## src/rtl/jk_drv_pkg.sv

```systemverilog
// Shared types and helpers for the JK excitation driver: FSM encoding,
// don't-care policy constants and the per-bit JK excitation function.
package jk_drv_pkg;

  typedef enum logic [1:0] {
    IDLE  = 2'd0,
    DRIVE = 2'd1,
    CHECK = 2'd2
  } state_t;

  // Value substituted for the "x" entries of the excitation table.
  localparam logic DC_SET_RESET = 1'b0;
  localparam logic DC_TOGGLE    = 1'b1;

  localparam logic [7:0] ERR_MAX = 8'd255;

  // Returns {j, k} that moves a JK flop from q to t on the next edge.
  function automatic logic [1:0] excite(input logic q, input logic t, input logic dc);
    logic j;
    logic k;
    if (q) begin
      j = dc;
      k = ~t;
    end else begin
      j = t;
      k = dc;
    end
    return {j, k};
  endfunction

endpackage

```

## src/rtl/jk_drv_fifo.sv

```systemverilog
// Target-word buffer: synchronous FIFO with wrap-bit pointers, flushed by
// the synchronous active-low reset. Push on full and pop on empty are ignored.
module jk_drv_fifo #(
  parameter int WIDTH = 4,
  parameter int DEPTH = 4
) (
  input  logic             clk,
  input  logic             rst_n,
  input  logic             push,
  input  logic [WIDTH-1:0] wdata,
  input  logic             pop,
  output logic [WIDTH-1:0] rdata,
  output logic             full,
  output logic             empty
);

  localparam int AW = $clog2(DEPTH);

  logic [WIDTH-1:0] mem [DEPTH];
  logic [AW:0]      wr_ptr;
  logic [AW:0]      rd_ptr;
  logic             push_ok;
  logic             pop_ok;

  assign push_ok = push & ~full;
  assign pop_ok  = pop & ~empty;

  assign empty = (wr_ptr == rd_ptr);
  assign full  = (wr_ptr[AW] != rd_ptr[AW]) && (wr_ptr[AW-1:0] == rd_ptr[AW-1:0]);
  assign rdata = mem[rd_ptr[AW-1:0]];

  always_ff @(posedge clk) begin
    if (!rst_n) begin
      wr_ptr <= '0;
      rd_ptr <= '0;
    end else begin
      if (push_ok) wr_ptr <= wr_ptr + 1'b1;
      if (pop_ok)  rd_ptr <= rd_ptr + 1'b1;
    end
  end

  // Storage needs no reset: the pointers alone define what is valid.
  always_ff @(posedge clk) begin
    if (push_ok) mem[wr_ptr[AW-1:0]] <= wdata;
  end

  a_no_pop_empty : assert property (@(posedge clk) disable iff (!rst_n) !(pop && empty));
  a_no_push_full : assert property (@(posedge clk) disable iff (!rst_n) !(push && full));

endmodule

```

## src/rtl/jk_excitation_driver.sv

```systemverilog
// Drives a bank of external JK flops to buffered target words, one word per
// DRIVE/CHECK pair, and checks the readback against the target.
module jk_excitation_driver
  import jk_drv_pkg::*;
#(
  parameter int WIDTH      = 4,
  parameter int FIFO_DEPTH = 4,
  parameter int DC_POLICY  = 0
) (
  input  logic             clk,
  input  logic             rst_n,
  input  logic [WIDTH-1:0] tgt_data,
  input  logic             tgt_valid,
  output logic             tgt_ready,
  input  logic [WIDTH-1:0] q_in,
  output logic [WIDTH-1:0] j_out,
  output logic [WIDTH-1:0] k_out,
  output logic             busy,
  output logic             done,
  output logic             mismatch,
  output logic [7:0]       err_count,
  output logic [1:0]       fsm_state
);

  localparam logic DC = (DC_POLICY != 0) ? DC_TOGGLE : DC_SET_RESET;

  // Handshake: a word transfers on a rising edge where tgt_valid && tgt_ready;
  // tgt_ready depends only on FIFO fullness and reset, never on tgt_valid.
  state_t           state;
  state_t           state_next;
  logic [WIDTH-1:0] fifo_rdata;
  logic             fifo_full;
  logic             fifo_empty;
  logic             push;
  logic             pop;
  logic [WIDTH-1:0] tgt_reg;
  logic [WIDTH-1:0] drive_j;
  logic [WIDTH-1:0] drive_k;
  logic             word_mismatch;

  assign tgt_ready = rst_n & ~fifo_full;
  assign push      = tgt_valid & tgt_ready;

  jk_drv_fifo #(
    .WIDTH (WIDTH),
    .DEPTH (FIFO_DEPTH)
  ) u_fifo (
    .clk   (clk),
    .rst_n (rst_n),
    .push  (push),
    .wdata (tgt_data),
    .pop   (pop),
    .rdata (fifo_rdata),
    .full  (fifo_full),
    .empty (fifo_empty)
  );

  always_ff @(posedge clk) begin
    if (!rst_n) state <= IDLE;
    else        state <= state_next;
  end

  // A new word may be taken both from IDLE and straight out of CHECK,
  // which is what gives one word every two cycles under load.
  always_comb begin
    state_next = state;
    pop        = 1'b0;
    case (state)
      IDLE: begin
        if (!fifo_empty) begin
          pop        = 1'b1;
          state_next = DRIVE;
        end
      end
      DRIVE: state_next = CHECK;
      CHECK: begin
        if (!fifo_empty) begin
          pop        = 1'b1;
          state_next = DRIVE;
        end else begin
          state_next = IDLE;
        end
      end
      default: state_next = IDLE;
    endcase
  end

  always_ff @(posedge clk) begin
    if (!rst_n)   tgt_reg <= '0;
    else if (pop) tgt_reg <= fifo_rdata;
  end

  always_comb begin
    drive_j = '0;
    drive_k = '0;
    for (int i = 0; i < WIDTH; i++) begin
      {drive_j[i], drive_k[i]} = excite(q_in[i], tgt_reg[i], DC);
    end
  end

  assign word_mismatch = (q_in != tgt_reg);

  always_comb begin
    j_out    = '0;
    k_out    = '0;
    done     = 1'b0;
    mismatch = 1'b0;
    case (state)
      DRIVE: begin
        j_out = drive_j;
        k_out = drive_k;
      end
      CHECK: begin
        done     = 1'b1;
        mismatch = word_mismatch;
      end
      default: ;
    endcase
  end

  always_ff @(posedge clk) begin
    if (!rst_n) begin
      err_count <= '0;
    end else if (state == CHECK && word_mismatch && err_count != ERR_MAX) begin
      err_count <= err_count + 8'd1;
    end
  end

  assign busy      = (state != IDLE) | ~fifo_empty;
  assign fsm_state = state;

endmodule

```

## config.mk

```make
export PLATFORM = sky130hd
export DESIGN_NAME = jk_excitation_driver
export DESIGN_NICKNAME = d
export VERILOG_FILES = /design/src/rtl/jk_drv_pkg.sv /design/src/rtl/jk_drv_fifo.sv /design/src/rtl/jk_excitation_driver.sv
export SDC_FILE = /design/constraint.sdc
export NUM_CORES = 1
export LEC_CHECK = 0
export ABC_AREA = 1
export BUFFER_PORTS_ARGS = -buffer_cell sky130_fd_sc_hd__buf_2
export CAP_MARGIN = 20
export CORE_MARGIN = 4
export CORE_UTILIZATION = 40
export CTS_BUF_LIST = sky130_fd_sc_hd__clkbuf_16
export DETAILED_ROUTE_END_ITERATION = 8
export GPL_TIMING_DRIVEN = 0
export REMOVE_ABC_BUFFERS = 1
export SLEW_MARGIN = 5
export SYNTH_ARGS = -nofsm -noshare
export SYNTH_HDL_FRONTEND = slang
export SYNTH_SLANG_ARGS = --single-unit
```

## constraint.sdc

```tcl
create_clock -name clk -period 4.1 [get_ports clk]
set_input_delay 0.205 -clock clk [delete_from_list [all_inputs] [get_ports clk]]
set_output_delay 0.205 -clock clk [all_outputs]
set_load 0.05 [all_outputs]
```

==> impl_results.html <==
<table>
<tr><th>Metric</th><th>Value</th></tr>
<tr><th colspan="2">Outcome</th></tr>
<tr><td>Status</td><td>finished clean</td></tr>
<tr><th colspan="2">Hold path</th></tr>
<tr><td>Min-Delay Path Class</td><td>input pin to register</td></tr>
<tr><td>Worst hold path depth</td><td>1</td></tr>
<tr><td>Endpoint with the worst hold slack</td><td>u_fifo.mem[0][3]$_DFFE_PP_</td></tr>
<tr><td>Worst hold path startpoint</td><td>tgt_data[3]</td></tr>
<tr><th colspan="2">Drt</th></tr>
<tr><td>Vias</td><td>1465</td></tr>
<tr><td>1st-iter DRT viols</td><td>67</td></tr>
<tr><td>Number of vias per cell after detailed routing</td><td>4.43</td></tr>
<tr><td>Routed wirelength normalized by instance count</td><td>10.4 um</td></tr>
<tr><td>Total DRC errors in the routed layout</td><td>0</td></tr>
<tr><td>Remaining number of nets flagged by the antenna check after routing</td><td>0</td></tr>
<tr><td>First-pass iteration count of the detailed router</td><td>4</td></tr>
<tr><td>Aggregate routed wire length</td><td>3440 um</td></tr>
<tr><th colspan="2">Yosys</th></tr>
<tr><td>Top cells by area in the synthesized netlist</td><td>sky130_fd_sc_hd__edfxtp_1 (25%), sky130_fd_sc_hd__dfxtp_1 (21%), sky130_fd_sc_hd__nor2_1 (9.3%)</td></tr>
<tr><td>Cell type contributing the most total cell area after synthesis</td><td>sky130_fd_sc_hd__edfxtp_1</td></tr>
<tr><td>Flip-flop and latch count after synthesis</td><td>36</td></tr>
<tr><td>Yosys cell types</td><td>30</td></tr>
<tr><td>Warnings from Yosys</td><td>0</td></tr>
<tr><td>Netlist Area Pre-Place</td><td>1940 um2</td></tr>
<tr><td>Top cell type's share of synthesized area</td><td>24.7%</td></tr>
<tr><td>Share of the yosys chip area belonging to registers</td><td>45.3%</td></tr>
<tr><td>Number of instances in the synthesized netlist</td><td>227</td></tr>
<tr><td>Mean instance size in the synthesized netlist</td><td>8.57 um2</td></tr>
<tr><th colspan="2">Final layout</th></tr>
<tr><td>Sequential cell area</td><td>881 um2</td></tr>
<tr><td>Area added between synthesis and finish</td><td>18.2%</td></tr>
<tr><td>Final net count</td><td>288</td></tr>
<tr><td>Max FFs per register</td><td>16</td></tr>
<tr><td>Multi-input gate area in the final layout</td><td>885 um2</td></tr>
<tr><td>Ratio of cells with drive above 1 in the final layout</td><td>22.3%</td></tr>
<tr><td>Total of fill cells in the finished design</td><td>460</td></tr>
<tr><td>Final instance count without filler cells</td><td>331</td></tr>
<tr><td>Number of antenna repair diodes</td><td>0</td></tr>
<tr><th colspan="2">Flow run</th></tr>
<tr><td>Max capacitance violation total</td><td>0</td></tr>
<tr><th colspan="2">Setup path</th></tr>
<tr><td>Type of element capturing the critical path</td><td>primary output</td></tr>
<tr><td>Critical path arrival</td><td>1620 ps</td></tr>
<tr><td>Kind of start point of the critical path</td><td>register</td></tr>
<tr><td>Endpoint of the most critical register-to-register path</td><td>u_fifo.mem[2][1]$_DFFE_PP_</td></tr>
<tr><td>Worst r2r src</td><td>u_fifo.rd_ptr[1]$_SDFFE_PN0P_</td></tr>
<tr><td>Setup CP Type</td><td>register to primary output</td></tr>
<tr><td>Number of cell instances on the worst register-to-register path</td><td>6</td></tr>
<tr><td>Data required time at the worst endpoint</td><td>3890 ps</td></tr>
<tr><td>Crit-path max FO</td><td>12</td></tr>
<tr><td>Register-to-register path setup slack</td><td>2350 ps</td></tr>
<tr><th colspan="2">Clock network</th></tr>
<tr><td>Clk_lat worst skew</td><td>280 ps</td></tr>
<tr><td>Clock root buffer</td><td>sky130_fd_sc_hd__clkbuf_16</td></tr>
<tr><td>Post-CTS Repair Setup Buffers</td><td>0</td></tr>
<tr><td>Clock tree from TritonCTS</td><td>done</td></tr>
<tr><td>Maximum number of buffers from clock root to sink</td><td>2</td></tr>
<tr><td>Sink Count</td><td>36</td></tr>
<tr><td>Clock Pin Slew Worst Setup and Hold Paths</td><td>50 ps</td></tr>
<tr><td>H-Tree Level Count</td><td>2</td></tr>
<tr><td># hold bufs at CTS</td><td>0</td></tr>
<tr><td>TritonCTS buffer count</td><td>5</td></tr>
<tr><td>Post-CTS resize count</td><td>0</td></tr>
<tr><th colspan="2">Place</th></tr>
<tr><td>Final RePlAce weighted congestion</td><td>0.751</td></tr>
<tr><td>Final HPWL DP</td><td>2570 um</td></tr>
<tr><td>Port Buffers</td><td>32</td></tr>
<tr><td>Cell count after placement</td><td>323</td></tr>
<tr><th colspan="2">Floorplan</th></tr>
<tr><td>Initial cell density of the core</td><td>41.2%</td></tr>
<tr><td>Area of the placeable core</td><td>4720 um2</td></tr>
<tr><td>I/O pin cnt</td><td>33</td></tr>
<tr><td>Die Span X</td><td>77.7 um</td></tr>
<tr><td>Die Outline Area</td><td>6040 um2</td></tr>
<tr><td>Height of the die</td><td>77.7 um</td></tr>
<tr><td>Site row count</td><td>25</td></tr>
<tr><th colspan="2">STA</th></tr>
<tr><td>Relative slew slack</td><td>67.7%</td></tr>
<tr><td>RSZ-0062 raised after global routing</td><td>false</td></tr>
<tr><td>Count of final max-slew check failures</td><td>0</td></tr>
<tr><td># setup viols final</td><td>0</td></tr>
<tr><td>Maximum operating frequency</td><td>0.548 GHz</td></tr>
<tr><td>Slew at the pin closest to its max-slew limit</td><td>484 ps</td></tr>
<tr><td>Final worst path period need</td><td>1830 ps</td></tr>
<tr><td>Final sum of negative setup slack</td><td>0 ps</td></tr>
<tr><td>Final Cycle Share</td><td>44.5%</td></tr>
<tr><td>Final Hold Vio Count</td><td>0</td></tr>
<tr><td>Largest clock skew in the final design</td><td>3.29 ps</td></tr>
<tr><th colspan="2">Power</th></tr>
<tr><td>Worst ir drop on vdd</td><td>0.000207 V</td></tr>
<tr><td>Total power per unit cell area</td><td>558 nW/um2</td></tr>
<tr><td>Reported leakage power</td><td>1.06 nW</td></tr>
<tr><th colspan="2">Global route</th></tr>
<tr><td>Largest net degree at the start of global routing</td><td>16</td></tr>
<tr><td>Via count of the first global-routing pass</td><td>1308</td></tr>
<tr><td>Global-route usage over all layers</td><td>12.3%</td></tr>
<tr><td>Total gr overflow</td><td>0</td></tr>
<tr><td>Wire length of the first global-routing pass</td><td>5800 um</td></tr>
<tr><td>Antenna violations before repair</td><td>0</td></tr>
</table>
[per-layer routing]
layer	GRT usage, %	up-vias	part of all wire (%)
met1	14.6	636	48
li1	-	795	-
met2	20.2	27	45
met5	0	-	0
met4	5.87	0	2.2
met3	3.83	7	4.7
[power breakdown]
part	leakage, nW	switching (mW)	internal [mW]
Clock	0.0736	0.141	0.223
Combinational	0.680	0.317	0.131
Sequential	0.309	0.0530	0.417
[layout make-up]
type / count / area share [%]
timing repair buffer: 32 / 6.97
tap: 67 / 3.65
inverter: 38 / 6.31
clock inverter: 3 / 0.817
clock buffer: 5 / 5.44
sequential: 36 / 38.3
multi-input combinational: 150 / 38.5
[logic make-up (layout without fill, tap and decap cells)]
logic type | Yosys count | count (layout) | share of synthesized area [%]
xor gates and xnor gates | 7 | 7 | 3.54
DFF | 36 | 36 | 45.3
and+or+nand+nor | 101 | 101 | 25.0
AOI/OAI and AO/OA | 28 | 28 | 7.92
buffers and inverters | 41 | 78 | 9.20
adders and majority gates | 14 | 14 | 9.01
[cell usage in the layout, fill, tap and decap left out]
master / n
sky130_fd_sc_hd__edfxtp_1: 16
sky130_fd_sc_hd__nor2_1: 48
sky130_fd_sc_hd__o21ai_0: 16
sky130_fd_sc_hd__nand2_1: 29
sky130_fd_sc_hd__inv_2: 2
sky130_fd_sc_hd__inv_1: 34
sky130_fd_sc_hd__nor2_4: 1
sky130_fd_sc_hd__clkinv_4: 1
sky130_fd_sc_hd__nand3_1: 7
sky130_fd_sc_hd__xnor2_2: 1
sky130_fd_sc_hd__nand3_2: 1
sky130_fd_sc_hd__nand3_4: 1
sky130_fd_sc_hd__nand4_4: 1
sky130_fd_sc_hd__a21oi_1: 6
sky130_fd_sc_hd__nand2_2: 5
sky130_fd_sc_hd__clkinv_2: 2
sky130_fd_sc_hd__inv_4: 1
sky130_fd_sc_hd__nand3b_4: 1
sky130_fd_sc_hd__o21ai_1: 4
sky130_fd_sc_hd__nand4_1: 2
sky130_fd_sc_hd__clkbuf_16: 5
sky130_fd_sc_hd__a21oi_2: 1
sky130_fd_sc_hd__nor2_2: 1
sky130_fd_sc_hd__nor3_1: 2
sky130_fd_sc_hd__clkinv_1: 1
sky130_fd_sc_hd__o21a_4: 1
sky130_fd_sc_hd__dfxtp_1: 20
sky130_fd_sc_hd__xor2_1: 6
sky130_fd_sc_hd__nand2_4: 2
sky130_fd_sc_hd__ha_1: 14
sky130_fd_sc_hd__buf_2: 32
[per-stage QoR]
stage | hold WS [ps] | total power [mW] | worst slack [ps] | cell area, um2 | utilization (%)
final | 143 | 1.28 | 2270 | 2300 | 48.7
after global routing | 135 | 1.37 | 2150 | 2300 | 48.7
after CTS | 138 | 1.30 | 2250 | 2300 | 48.7
after detailed placement | 428 | 0.932 | 2290 | 2150 | 45.6
after global placement | 420 | 0.923 | 2300 | 2150 | 45.6
after floorplan | 304 | 0.826 | 2090 | 1910 | -
[synthesized netlist by cell type]
cell / number
sky130_fd_sc_hd__nand3_1: 7
sky130_fd_sc_hd__buf_4: 1
sky130_fd_sc_hd__o21ai_1: 4
sky130_fd_sc_hd__nand4_1: 2
sky130_fd_sc_hd__a21oi_2: 1
sky130_fd_sc_hd__nand3b_4: 1
sky130_fd_sc_hd__nand3_4: 1
sky130_fd_sc_hd__nor3_1: 2
sky130_fd_sc_hd__nand3_2: 1
sky130_fd_sc_hd__edfxtp_1: 16
sky130_fd_sc_hd__inv_1: 34
sky130_fd_sc_hd__buf_8: 1
sky130_fd_sc_hd__nand2_2: 5
sky130_fd_sc_hd__dfxtp_1: 20
sky130_fd_sc_hd__xor2_1: 6
sky130_fd_sc_hd__o21a_4: 1
sky130_fd_sc_hd__buf_6: 1
sky130_fd_sc_hd__nor2_1: 48
sky130_fd_sc_hd__inv_4: 1
sky130_fd_sc_hd__o21ai_0: 16
sky130_fd_sc_hd__xnor2_2: 1
sky130_fd_sc_hd__clkinv_1: 1
sky130_fd_sc_hd__nand2_1: 29
sky130_fd_sc_hd__ha_1: 14
sky130_fd_sc_hd__nor2_2: 1
sky130_fd_sc_hd__inv_2: 2
sky130_fd_sc_hd__a21oi_1: 6
sky130_fd_sc_hd__nand4_4: 1
sky130_fd_sc_hd__nor2_4: 1
sky130_fd_sc_hd__nand2_4: 2
[critical path, stage by stage, from the launching register on]
cell and delay [ps]:
sky130_fd_sc_hd__dfxtp_1 620, sky130_fd_sc_hd__xnor2_2 210, sky130_fd_sc_hd__nand3_2 170, sky130_fd_sc_hd__nand2_1 90
sky130_fd_sc_hd__inv_1 50, sky130_fd_sc_hd__buf_2 200
[how the worst max path moves through the flow]
| stage | from | to | depth (start not counted) |
|---|---|---|---|
| 2_1_floorplan | fsm_state[1]$_SDFFE_PN0P_ | err_count[0]$_SDFFE_PN0P_ | 8 |
| 3_3_place_gp | u_fifo.rd_ptr[0]$_SDFFE_PN0P_ | u_fifo.mem[3][0]$_DFFE_PP_ | 4 |
| 3_5_place_dp | u_fifo.rd_ptr[0]$_SDFFE_PN0P_ | u_fifo.mem[2][1]$_DFFE_PP_ | 4 |
| 4_1_cts | u_fifo.rd_ptr[0]$_SDFFE_PN0P_ | tgt_ready | 5 |
| 5_1_grt | u_fifo.rd_ptr[1]$_SDFFE_PN0P_ | tgt_ready | 7 |
| 6_report | u_fifo.rd_ptr[0]$_SDFFE_PN0P_ | tgt_ready | 5 |
(Power assumes the default switching activity.)
